$ cat src/rtl/pipelined_control_unit_pkg.sv
// Shared types for the pipelined control unit and its bus interface.
package pipelined_control_unit_pkg;

  typedef enum logic [3:0] {
    ALU_SLL  = 4'd0,
    ALU_SRL  = 4'd1,
    ALU_ADD  = 4'd2,
    ALU_SUB  = 4'd3,
    ALU_AND  = 4'd4,
    ALU_OR   = 4'd5,
    ALU_XOR  = 4'd6,
    ALU_NOR  = 4'd7,
    ALU_SLT  = 4'd8,
    ALU_SLTU = 4'd9,
    ALU_LUI  = 4'd10
  } aluop_t;

endpackage

$ cat src/rtl/pipelined_control_unit_if.sv
// Bus between the pipelined control unit (master) and the datapath (slave).
interface pipelined_control_unit_if #(
  parameter int unsigned WORD_W = 32
);
  import pipelined_control_unit_pkg::*;

  // IF/ID and datapath status
  logic [WORD_W-1:0] instr;
  logic              instr_valid;
  logic              ihit;
  logic              dhit;
  logic              alu_zf;

  // Fetch control
  logic              pc_en;
  logic [2:0]        pcsrc;
  logic              ifid_en;
  logic              ifid_flush;

  // EX stage controls
  aluop_t            ex_aluop;
  logic              ex_alusrc;
  logic              ex_shamtsel;
  logic              ex_extop;
  logic              ex_regdst;
  logic [4:0]        ex_rs;
  logic [4:0]        ex_rt;
  logic [4:0]        ex_rd;
  logic [4:0]        ex_shamt;
  logic [15:0]       ex_imm;

  // MEM / WB stage controls
  logic              mem_dren;
  logic              mem_dwen;
  logic              wb_regwr;
  logic              wb_memtoreg;
  logic [4:0]        wb_wsel;
  logic              halt;

  modport master (
    input  instr, instr_valid, ihit, dhit, alu_zf,
    output pc_en, pcsrc, ifid_en, ifid_flush,
    output ex_aluop, ex_alusrc, ex_shamtsel, ex_extop, ex_regdst,
    output ex_rs, ex_rt, ex_rd, ex_shamt, ex_imm,
    output mem_dren, mem_dwen, wb_regwr, wb_memtoreg, wb_wsel, halt
  );

  modport slave (
    output instr, instr_valid, ihit, dhit, alu_zf,
    input  pc_en, pcsrc, ifid_en, ifid_flush,
    input  ex_aluop, ex_alusrc, ex_shamtsel, ex_extop, ex_regdst,
    input  ex_rs, ex_rt, ex_rd, ex_shamt, ex_imm,
    input  mem_dren, mem_dwen, wb_regwr, wb_memtoreg, wb_wsel, halt
  );

endinterface

$ cat src/rtl/pipelined_control_unit.sv
// Pipelined MIPS control unit: decodes IF/ID, carries control records through
// ID/EX, EX/MEM and MEM/WB, and generates stall/flush/redirect for fetch.
module pipelined_control_unit
  import pipelined_control_unit_pkg::*;
#(
  parameter int unsigned WORD_W     = 32,
  parameter bit          HAZARD_EN  = 1'b1,
  parameter bit          JUMP_IN_ID = 1'b1
) (
  input  logic                      clk,
  input  logic                      rst,
  pipelined_control_unit_if.master  bus
);

  localparam logic [5:0] OpRtype = 6'h00;
  localparam logic [5:0] OpJ     = 6'h02;
  localparam logic [5:0] OpJal   = 6'h03;
  localparam logic [5:0] OpBeq   = 6'h04;
  localparam logic [5:0] OpBne   = 6'h05;
  localparam logic [5:0] OpAddi  = 6'h08;
  localparam logic [5:0] OpAddiu = 6'h09;
  localparam logic [5:0] OpSlti  = 6'h0a;
  localparam logic [5:0] OpSltiu = 6'h0b;
  localparam logic [5:0] OpAndi  = 6'h0c;
  localparam logic [5:0] OpOri   = 6'h0d;
  localparam logic [5:0] OpXori  = 6'h0e;
  localparam logic [5:0] OpLui   = 6'h0f;
  localparam logic [5:0] OpLw    = 6'h23;
  localparam logic [5:0] OpSw    = 6'h2b;
  localparam logic [5:0] OpHalt  = 6'h3f;

  localparam logic [5:0] FnSll  = 6'h00;
  localparam logic [5:0] FnSrl  = 6'h02;
  localparam logic [5:0] FnJr   = 6'h08;
  localparam logic [5:0] FnAdd  = 6'h20;
  localparam logic [5:0] FnAddu = 6'h21;
  localparam logic [5:0] FnSub  = 6'h22;
  localparam logic [5:0] FnSubu = 6'h23;
  localparam logic [5:0] FnAnd  = 6'h24;
  localparam logic [5:0] FnOr   = 6'h25;
  localparam logic [5:0] FnXor  = 6'h26;
  localparam logic [5:0] FnNor  = 6'h27;
  localparam logic [5:0] FnSlt  = 6'h2a;
  localparam logic [5:0] FnSltu = 6'h2b;

  // Control record carried down the pipe; all-zero is a bubble.
  typedef struct packed {
    logic       valid;
    aluop_t     aluop;
    logic       alusrc;
    logic       shamtsel;
    logic       extop;
    logic       regdst;
    logic [4:0] rs;
    logic [4:0] rt;
    logic [4:0] rd;
    logic [4:0] shamt;
    logic [15:0] imm;
    logic       dren;
    logic       dwen;
    logic       regwr;
    logic       memtoreg;
    logic [4:0] wsel;
    logic       reads_rt;
    logic       is_beq;
    logic       is_bne;
    logic       is_jr;
    logic       is_j;
    logic       is_halt;
  } ctrl_t;

  logic [WORD_W-1:0] instr_w;
  logic [31:0]       ir;
  logic [5:0]        opcode;
  logic [5:0]        funct;
  ctrl_t             dec;

  ctrl_t idex_q, idex_d;
  ctrl_t exmem_q, exmem_d;
  ctrl_t memwb_q, memwb_d;
  logic  halt_q;

  logic       halt_now;
  logic       mem_wait;
  logic       br_taken;
  logic       jr_ex;
  logic       j_ex;
  logic       load_use;
  logic       j_id;
  logic       pc_en;
  logic [2:0] pcsrc;
  logic       ifid_en;
  logic       ifid_flush;

  assign instr_w = bus.instr;
  assign ir      = instr_w[31:0];
  assign opcode  = ir[31:26];
  assign funct   = ir[5:0];

  // Decode the IF/ID instruction into a control record; unknown encodings give a bubble.
  always_comb begin
    dec = '0;
    if (bus.instr_valid) begin
      case (opcode)
        OpRtype: begin
          dec.valid    = 1'b1;
          dec.regdst   = 1'b1;
          dec.regwr    = 1'b1;
          dec.wsel     = ir[15:11];
          dec.reads_rt = 1'b1;
          case (funct)
            FnSll:  begin dec.aluop = ALU_SLL; dec.shamtsel = 1'b1; end
            FnSrl:  begin dec.aluop = ALU_SRL; dec.shamtsel = 1'b1; end
            FnAdd, FnAddu: dec.aluop = ALU_ADD;
            FnSub, FnSubu: dec.aluop = ALU_SUB;
            FnAnd:  dec.aluop = ALU_AND;
            FnOr:   dec.aluop = ALU_OR;
            FnXor:  dec.aluop = ALU_XOR;
            FnNor:  dec.aluop = ALU_NOR;
            FnSlt:  dec.aluop = ALU_SLT;
            FnSltu: dec.aluop = ALU_SLTU;
            FnJr: begin
              dec.is_jr  = 1'b1;
              dec.regdst = 1'b0;
              dec.regwr  = 1'b0;
              dec.wsel   = 5'd0;
            end
            default: dec = '0;
          endcase
        end
        OpAddi, OpAddiu, OpSlti, OpSltiu: begin
          dec.valid  = 1'b1;
          dec.aluop  = (opcode == OpSlti)  ? ALU_SLT  :
                       (opcode == OpSltiu) ? ALU_SLTU : ALU_ADD;
          dec.alusrc = 1'b1;
          dec.extop  = 1'b1;
          dec.regwr  = 1'b1;
          dec.wsel   = ir[20:16];
        end
        OpAndi, OpOri, OpXori, OpLui: begin
          dec.valid  = 1'b1;
          dec.aluop  = (opcode == OpAndi) ? ALU_AND :
                       (opcode == OpOri)  ? ALU_OR  :
                       (opcode == OpXori) ? ALU_XOR : ALU_LUI;
          dec.alusrc = 1'b1;
          dec.regwr  = 1'b1;
          dec.wsel   = ir[20:16];
        end
        OpLw: begin
          dec.valid    = 1'b1;
          dec.aluop    = ALU_ADD;
          dec.alusrc   = 1'b1;
          dec.extop    = 1'b1;
          dec.dren     = 1'b1;
          dec.regwr    = 1'b1;
          dec.memtoreg = 1'b1;
          dec.wsel     = ir[20:16];
        end
        OpSw: begin
          dec.valid    = 1'b1;
          dec.aluop    = ALU_ADD;
          dec.alusrc   = 1'b1;
          dec.extop    = 1'b1;
          dec.dwen     = 1'b1;
          dec.reads_rt = 1'b1;
        end
        OpBeq, OpBne: begin
          dec.valid    = 1'b1;
          dec.aluop    = ALU_SUB;
          dec.extop    = 1'b1;
          dec.reads_rt = 1'b1;
          dec.is_beq   = (opcode == OpBeq);
          dec.is_bne   = (opcode == OpBne);
        end
        OpJ: begin
          dec.valid = 1'b1;
          dec.is_j  = 1'b1;
        end
        OpJal: begin
          // Link register is selected by the WB destination, not by regdst.
          dec.valid = 1'b1;
          dec.is_j  = 1'b1;
          dec.regwr = 1'b1;
          dec.wsel  = 5'd31;
        end
        OpHalt: begin
          dec.valid   = 1'b1;
          dec.is_halt = 1'b1;
        end
        default: dec = '0;
      endcase
      if (dec.valid) begin
        dec.rs    = ir[25:21];
        dec.rt    = ir[20:16];
        dec.rd    = ir[15:11];
        dec.shamt = ir[10:6];
        dec.imm   = ir[15:0];
      end
    end
  end

  assign halt_now = halt_q | (memwb_q.valid & memwb_q.is_halt);
  assign mem_wait = exmem_q.valid & (exmem_q.dren | exmem_q.dwen) & ~bus.dhit;
  assign br_taken = idex_q.valid &
                    ((idex_q.is_beq & bus.alu_zf) | (idex_q.is_bne & ~bus.alu_zf));
  assign jr_ex    = idex_q.valid & idex_q.is_jr;
  assign j_ex     = idex_q.valid & idex_q.is_j & ~JUMP_IN_ID;
  assign load_use = HAZARD_EN & idex_q.valid & idex_q.dren & (idex_q.rt != 5'd0) & dec.valid &
                    ((idex_q.rt == dec.rs) | (dec.reads_rt & (idex_q.rt == dec.rt)));
  assign j_id     = JUMP_IN_ID & dec.valid & dec.is_j;

  // Prioritised stall/flush/redirect and next-state of the stage registers.
  always_comb begin
    pc_en      = 1'b0;
    pcsrc      = 3'd0;
    ifid_en    = 1'b0;
    ifid_flush = 1'b0;
    idex_d     = idex_q;
    exmem_d    = exmem_q;
    memwb_d    = memwb_q;
    if (rst) begin
      ifid_flush = 1'b1;
    end else if (halt_now) begin
      // Drain everything behind the HALT so nothing further writes.
      idex_d  = '0;
      exmem_d = '0;
      memwb_d = '0;
    end else if (mem_wait) begin
      // Freeze: registers hold, fetch and any pending redirect wait for dhit.
    end else if (br_taken | jr_ex | j_ex) begin
      pc_en      = 1'b1;
      ifid_en    = 1'b1;
      ifid_flush = 1'b1;
      pcsrc      = br_taken ? 3'd1 : (jr_ex ? 3'd3 : 3'd2);
      idex_d     = '0;
      exmem_d    = idex_q;
      memwb_d    = exmem_q;
    end else if (load_use) begin
      idex_d  = '0;
      exmem_d = idex_q;
      memwb_d = exmem_q;
    end else begin
      ifid_en = 1'b1;
      idex_d  = dec;
      exmem_d = idex_q;
      memwb_d = exmem_q;
      if (j_id) begin
        pcsrc      = 3'd2;
        pc_en      = 1'b1;
        ifid_flush = 1'b1;
      end else if (!bus.ihit) begin
        ifid_flush = 1'b1;
      end else begin
        pc_en = 1'b1;
      end
    end
  end

  // Stage control registers, reset to bubbles.
  always_ff @(posedge clk or posedge rst) begin
    if (rst) begin
      idex_q  <= '0;
      exmem_q <= '0;
      memwb_q <= '0;
    end else begin
      idex_q  <= idex_d;
      exmem_q <= exmem_d;
      memwb_q <= memwb_d;
    end
  end

  // Sticky halt, cleared only by reset.
  always_ff @(posedge clk or posedge rst) begin
    if (rst) begin
      halt_q <= 1'b0;
    end else if (memwb_q.valid && memwb_q.is_halt) begin
      halt_q <= 1'b1;
    end
  end

  assign bus.pc_en       = pc_en;
  assign bus.pcsrc       = pcsrc;
  assign bus.ifid_en     = ifid_en;
  assign bus.ifid_flush  = ifid_flush;
  assign bus.ex_aluop    = idex_q.aluop;
  assign bus.ex_alusrc   = idex_q.alusrc;
  assign bus.ex_shamtsel = idex_q.shamtsel;
  assign bus.ex_extop    = idex_q.extop;
  assign bus.ex_regdst   = idex_q.regdst;
  assign bus.ex_rs       = idex_q.rs;
  assign bus.ex_rt       = idex_q.rt;
  assign bus.ex_rd       = idex_q.rd;
  assign bus.ex_shamt    = idex_q.shamt;
  assign bus.ex_imm      = idex_q.imm;
  assign bus.mem_dren    = exmem_q.dren & ~halt_now;
  assign bus.mem_dwen    = exmem_q.dwen & ~halt_now;
  assign bus.wb_regwr    = memwb_q.regwr & ~halt_now;
  assign bus.wb_memtoreg = memwb_q.memtoreg;
  assign bus.wb_wsel     = memwb_q.wsel;
  assign bus.halt        = halt_now;

  // Record bits that only matter in earlier stages are carried but not read at WB.
  logic unused_wb;
  assign unused_wb = ^memwb_q;

endmodule

$ cat src/flat_wrapper.sv
// flat-port wrapper written by rule: the top's interface ports become plain ports
module pipelined_control_unit_flat import pipelined_control_unit_pkg::*;
#(
  parameter int unsigned WORD_W     = 32,
  parameter bit          HAZARD_EN  = 1'b1,
  parameter bit          JUMP_IN_ID = 1'b1
)
  (clk, rst, bus_instr, bus_instr_valid, bus_ihit, bus_dhit, bus_alu_zf, bus_pc_en, bus_pcsrc, bus_ifid_en, bus_ifid_flush, bus_ex_aluop, bus_ex_alusrc, bus_ex_shamtsel, bus_ex_extop, bus_ex_regdst, bus_ex_rs, bus_ex_rt, bus_ex_rd, bus_ex_shamt, bus_ex_imm, bus_mem_dren, bus_mem_dwen, bus_wb_regwr, bus_wb_memtoreg, bus_wb_wsel, bus_halt);
  pipelined_control_unit_if #(.WORD_W(WORD_W)) bus_i ();
  input  logic clk;
  input  logic rst;
  input wire logic [$bits(bus_i.instr)-1:0] bus_instr;
  input wire logic [$bits(bus_i.instr_valid)-1:0] bus_instr_valid;
  input wire logic [$bits(bus_i.ihit)-1:0] bus_ihit;
  input wire logic [$bits(bus_i.dhit)-1:0] bus_dhit;
  input wire logic [$bits(bus_i.alu_zf)-1:0] bus_alu_zf;
  output wire logic [$bits(bus_i.pc_en)-1:0] bus_pc_en;
  output wire logic [$bits(bus_i.pcsrc)-1:0] bus_pcsrc;
  output wire logic [$bits(bus_i.ifid_en)-1:0] bus_ifid_en;
  output wire logic [$bits(bus_i.ifid_flush)-1:0] bus_ifid_flush;
  output wire logic [$bits(bus_i.ex_aluop)-1:0] bus_ex_aluop;
  output wire logic [$bits(bus_i.ex_alusrc)-1:0] bus_ex_alusrc;
  output wire logic [$bits(bus_i.ex_shamtsel)-1:0] bus_ex_shamtsel;
  output wire logic [$bits(bus_i.ex_extop)-1:0] bus_ex_extop;
  output wire logic [$bits(bus_i.ex_regdst)-1:0] bus_ex_regdst;
  output wire logic [$bits(bus_i.ex_rs)-1:0] bus_ex_rs;
  output wire logic [$bits(bus_i.ex_rt)-1:0] bus_ex_rt;
  output wire logic [$bits(bus_i.ex_rd)-1:0] bus_ex_rd;
  output wire logic [$bits(bus_i.ex_shamt)-1:0] bus_ex_shamt;
  output wire logic [$bits(bus_i.ex_imm)-1:0] bus_ex_imm;
  output wire logic [$bits(bus_i.mem_dren)-1:0] bus_mem_dren;
  output wire logic [$bits(bus_i.mem_dwen)-1:0] bus_mem_dwen;
  output wire logic [$bits(bus_i.wb_regwr)-1:0] bus_wb_regwr;
  output wire logic [$bits(bus_i.wb_memtoreg)-1:0] bus_wb_memtoreg;
  output wire logic [$bits(bus_i.wb_wsel)-1:0] bus_wb_wsel;
  output wire logic [$bits(bus_i.halt)-1:0] bus_halt;
  assign bus_i.instr = bus_instr;
  assign bus_i.instr_valid = bus_instr_valid;
  assign bus_i.ihit = bus_ihit;
  assign bus_i.dhit = bus_dhit;
  assign bus_i.alu_zf = bus_alu_zf;
  assign bus_pc_en = bus_i.pc_en;
  assign bus_pcsrc = bus_i.pcsrc;
  assign bus_ifid_en = bus_i.ifid_en;
  assign bus_ifid_flush = bus_i.ifid_flush;
  assign bus_ex_aluop = bus_i.ex_aluop;
  assign bus_ex_alusrc = bus_i.ex_alusrc;
  assign bus_ex_shamtsel = bus_i.ex_shamtsel;
  assign bus_ex_extop = bus_i.ex_extop;
  assign bus_ex_regdst = bus_i.ex_regdst;
  assign bus_ex_rs = bus_i.ex_rs;
  assign bus_ex_rt = bus_i.ex_rt;
  assign bus_ex_rd = bus_i.ex_rd;
  assign bus_ex_shamt = bus_i.ex_shamt;
  assign bus_ex_imm = bus_i.ex_imm;
  assign bus_mem_dren = bus_i.mem_dren;
  assign bus_mem_dwen = bus_i.mem_dwen;
  assign bus_wb_regwr = bus_i.wb_regwr;
  assign bus_wb_memtoreg = bus_i.wb_memtoreg;
  assign bus_wb_wsel = bus_i.wb_wsel;
  assign bus_halt = bus_i.halt;
  pipelined_control_unit #(.WORD_W(WORD_W), .HAZARD_EN(HAZARD_EN), .JUMP_IN_ID(JUMP_IN_ID)) u_core (.clk(clk), .rst(rst), .bus(bus_i));
endmodule
$ cat config.mk
export PLATFORM = sky130hd
export DESIGN_NAME = pipelined_control_unit_flat
export DESIGN_NICKNAME = d
export VERILOG_FILES = /design/src/rtl/pipelined_control_unit_pkg.sv /design/src/rtl/pipelined_control_unit_if.sv /design/src/rtl/pipelined_control_unit.sv /design/src/flat_wrapper.sv
export SDC_FILE = /design/constraint.sdc
export NUM_CORES = 1
export LEC_CHECK = 0
export ABC_AREA = 1
export CORE_MARGIN = 5
export CORE_UTILIZATION = 42
export DETAILED_ROUTE_END_ITERATION = 10
export PLACE_DENSITY = 0.69
export SYNTH_ARGS = -nofsm -noshare
export SYNTH_HDL_FRONTEND = slang
export SYNTH_SLANG_ARGS = --single-unit
$ cat constraint.sdc
create_clock -name clk -period 5.8 [get_ports clk]
set_input_delay 1.74 -clock clk [delete_from_list [all_inputs] [get_ports clk]]
set_output_delay 1.74 -clock clk [all_outputs]
set_load 0.01 [all_outputs]
==> results.md <==
* Outcome: complete, no violations
* Post-synthesis mux area share at 0.2586%
* Reg2reg end: u_core.idex_q[6]
* GRT Util Overall at 19.48%
* Simple-gate share of the synthesized area at 32.82%
* Clk root buf: clkbuf_8
* Synth Area in Compound Gates at 7.404%
* ANT cells at 0
* Post-layout minimum cycle time at 5.676 ns
* Worst reg2reg path startpoint: u_core.memwb_q[0]
* Antenna-violating nets left at 0
* Synthesis-to-layout area growth at 37.67%
* Area contributors post-synth: dfrtp_1, nand2_1, buf_4, nand3_1, inv_1
* Main combinational cell family by area after synthesis: simple AND/OR/NAND/NOR gates
* Post-Syn Nets at 548
* Vias in the first global route at 3750
* Fin util at 58.49%
* Unique masters post-synth at 37
* Worst-case clock skew at 0.01484 ns
* Setup Crit Path Kind: input pin to output port
* Grt met1 use at 26.15%
* Setup TNS at 0 ns
* Initial DRC Count at 158
* Fmax at 0.1762 GHz
* Initial Util at 42.49%
* Worst VDD drop at 0.00009184 V
* Depth of the CTS H-tree at 3
* Layout fillers at 844
* Congestion Overflow GR at 0
* Data arrival, critical path at 3.94 ns
* DR vias at 3657
* Final wirelength at 10600 um
* Vias per cell at 5.010
* Cells after Synth at 510
* Ys Warns at 0
* Pwr dens at 220.1 nW/um^2
* IO Port Bufs at 96
* Required time worst endpoint at 4.06 ns
* Max Cap Violations at 0
* Synth area leader: dfrtp_1
* 1st-pass router iterations at 4
* Initial antenna violation count at 0
* CP endpoint kind: output port
* Post-Synth Adder-Cell Area at 0%
* First-pass GRT wire length at 17840 um
* Final GP Congestion at 0.8809
* Max-slew headroom at 43.30%
* Min-Delay Path Class: flop to flop
* IO Pins at 98
* FF-to-FF path depth at 11
* Tcrit/Tclk final at 97.86%
* Area of the die at 11230 um^2
* Post-DP HPWL at 7515 um
* Final Max Slew Viols at 0
* GRT Max-Usage Layer: met2
* DR WL/cell at 14.53 um
* Die width at 106.0 um
* Met2 GRT Util at 31.60%
* Worst reg2reg setup slack at 3.07 ns
* Hold Startpoint: u_core.halt_q
* Clock tree from TritonCTS: yes
* Worst setup startpoint: bus_instr[28]
* Fin. Hold Viols at 0
* Synth Area in XOR/XNOR at 0%
* Max clock buf depth at 2
* Clock Pin Slew Worst Setup and Hold Paths at 0.08 ns
* Die height at 106.0 um
* Leakage at 2.637 nW
* End of the critical path: bus_ifid_en
* Critical Path Start Type: input pin
* Worst-margin pin slew at 0.8505 ns
* Final setup viols at 0
* Synth top area share at 43.32%
* Fin nets at 652
* Seq/Total Area, Yosys at 43.32%
* Hold Path Cell Cnt at 2
* GR Layer Usage met3 at 4.918%
* Post-Syn Area per Cell at 7.588 um^2
* CTS Buf Count at 9
* CP max FO at 7
* Core ar. at 9109 um^2
* Synthesized flop and latch total at 67
* Mapped cell area at 3870 um^2
* Clock sink count at 67
* Share of cells above drive strength 1 at 19.39%
* Largest net degree at the start of global routing at 68
* DRC Markers at 0
* Std cell rows at 35
* Clk_lat worst skew at 0.35 ns
==> sequential cells by signal, summed over array words and instances, names as in the netlist <==
name,cells
u_core.bus.ex_imm,16
u_core.bus.ex_rs,5
u_core.bus.ex_aluop,4
u_core.memwb_q,3
u_core.bus.wb_memtoreg,1
u_core.bus.ex_rt,5
u_core.idex_q,13
u_core.exmem_q,10
u_core.bus.wb_wsel,5
u_core.halt_q,1
u_core.bus.ex_regdst,1
u_core.bus.ex_alusrc,1
u_core.bus.ex_shamtsel,1
u_core.bus.ex_extop,1
==> synthesized netlist by cell type, drive strengths merged <==
master / number
a2111oi: 1
a211oi: 1
a21oi: 12
a31oi: 2
a32o: 1
buf: 55
clkbuf: 9
clkinv: 1
conb: 1
dfrtp: 67
inv: 43
mux2i: 1
nand2: 168
nand3: 63
nand3b: 1
nand4: 14
nor2: 31
nor3: 6
nor4: 1
o2111ai: 1
o21ai: 21
o221ai: 2
o22ai: 6
o41ai: 1
or2: 1
==> cell families (layout without fill, tap and decap cells) <==
group	after synthesis	in the layout
simple gates	285	285
buf+inv	108	217
flops	67	67
compound gates	48	48
other cells	1	1
mux	1	1
==> cell usage in the layout, fill, tap and decap left out, types with 3 or more instances in the layout <==
cell type / count
a21oi_2: 3
clkinv_4: 3
a21oi_1: 9
o21ai_0: 16
nor2_2: 7
nor2_1: 19
nand2_4: 3
o21ai_1: 4
inv_1: 37
clkdlybuf4s15_1: 5
nor2_4: 5
dlymetal6s2s_1: 5
nand3_1: 59
nand2_1: 158
o22ai_1: 6
buf_4: 59
nand4_1: 14
dlygate4sd2_1: 3
nand2_2: 7
nor3_1: 3
inv_2: 5
dfrtp_1: 67
clkdlybuf4s50_1: 80
nor3_4: 3
clkbuf_8: 9
==> power by group <==
part / switching, mW / internal, mW
logic: 0.126 / 0.106
clock network: 0.201 / 0.245
registers: 0.0112 / 0.483
total: 0.338 / 0.835
==> routing by layer <==
layer,up-vias,routed length [um]
li1,1826,-
met1,1726,4865
met2,93,5085
met3,12,531
met4,0,121
met5,-,0
==> final cells by class <==
class                           count  area, um^2  share of cell area, %
Clock buffer                        9       123.9                  2.325
Clock inverter                      7       100.1                  1.879
Inverter                           44       167.7                  3.147
Multi-Input combinational cell    335        1675                  31.45
Sequential cell                    67        1677                  31.47
Tap cell                          111       138.9                  2.607
Timing Repair Buffer              157        1445                  27.13
==> worst min-delay path by stage <==
| stage | slack, ns | endpoint |
|---|---|---|
| floorplan | 0.44 | u_core.halt_q |
| global placement | 0.46 | u_core.halt_q |
| detailed placement | 0.46 | u_core.halt_q |
| CTS | 0.48 | u_core.halt_q |
| global route | 0.50 | u_core.idex_q[3] |
| finish | 0.48 | u_core.halt_q |
==> stage by stage <==
stage / hold slack [ns] / setup WS [ns] / instances / cell area, um^2 / power (mW)
after global routing: 0.5035 / -0.06478 / 730 / 5328 / 1.226
after detailed placement: 0.4644 / -0.4314 / 700 / 4877 / 0.7206
after floorplan: 0.4391 / 0.6233 / 510 / 3870 / 0.6214
after global placement: 0.4591 / -0.4269 / 700 / 4877 / 0.7175
after CTS: 0.4833 / 0.005652 / 726 / 5218 / 1.175
final: 0.4803 / 0.1243 / 730 / 5328 / 1.173
==> critical path, cell delays in order <==
cell	delay [ns]
clkdlybuf4s15_1	0.28
nor2_4	0.08
buf_4	0.15
o21ai_2	0.16
nand3_2	0.11
nor2_2	0.17
nand2_4	0.12
buf_4	0.16
nand4_1	0.06
nand2_1	0.06
nor2_1	0.14
nand3_2	0.10
nand2_2	0.10
nand3_4	0.10
nand2_4	0.11
inv_1	0.03
dlygate4sd2_1	0.27
==> what timing repair did <==
action / CTS / global route
pin swaps: 6 / 18
setup endpoints to repair: 4 / 4
gates cloned: 1 / 0
resized for setup: 27 / 33
buffers inserted: 9 / 4
hold buffers: 0 / 0
No activity file was read; power rests on OpenSTA's default activity.
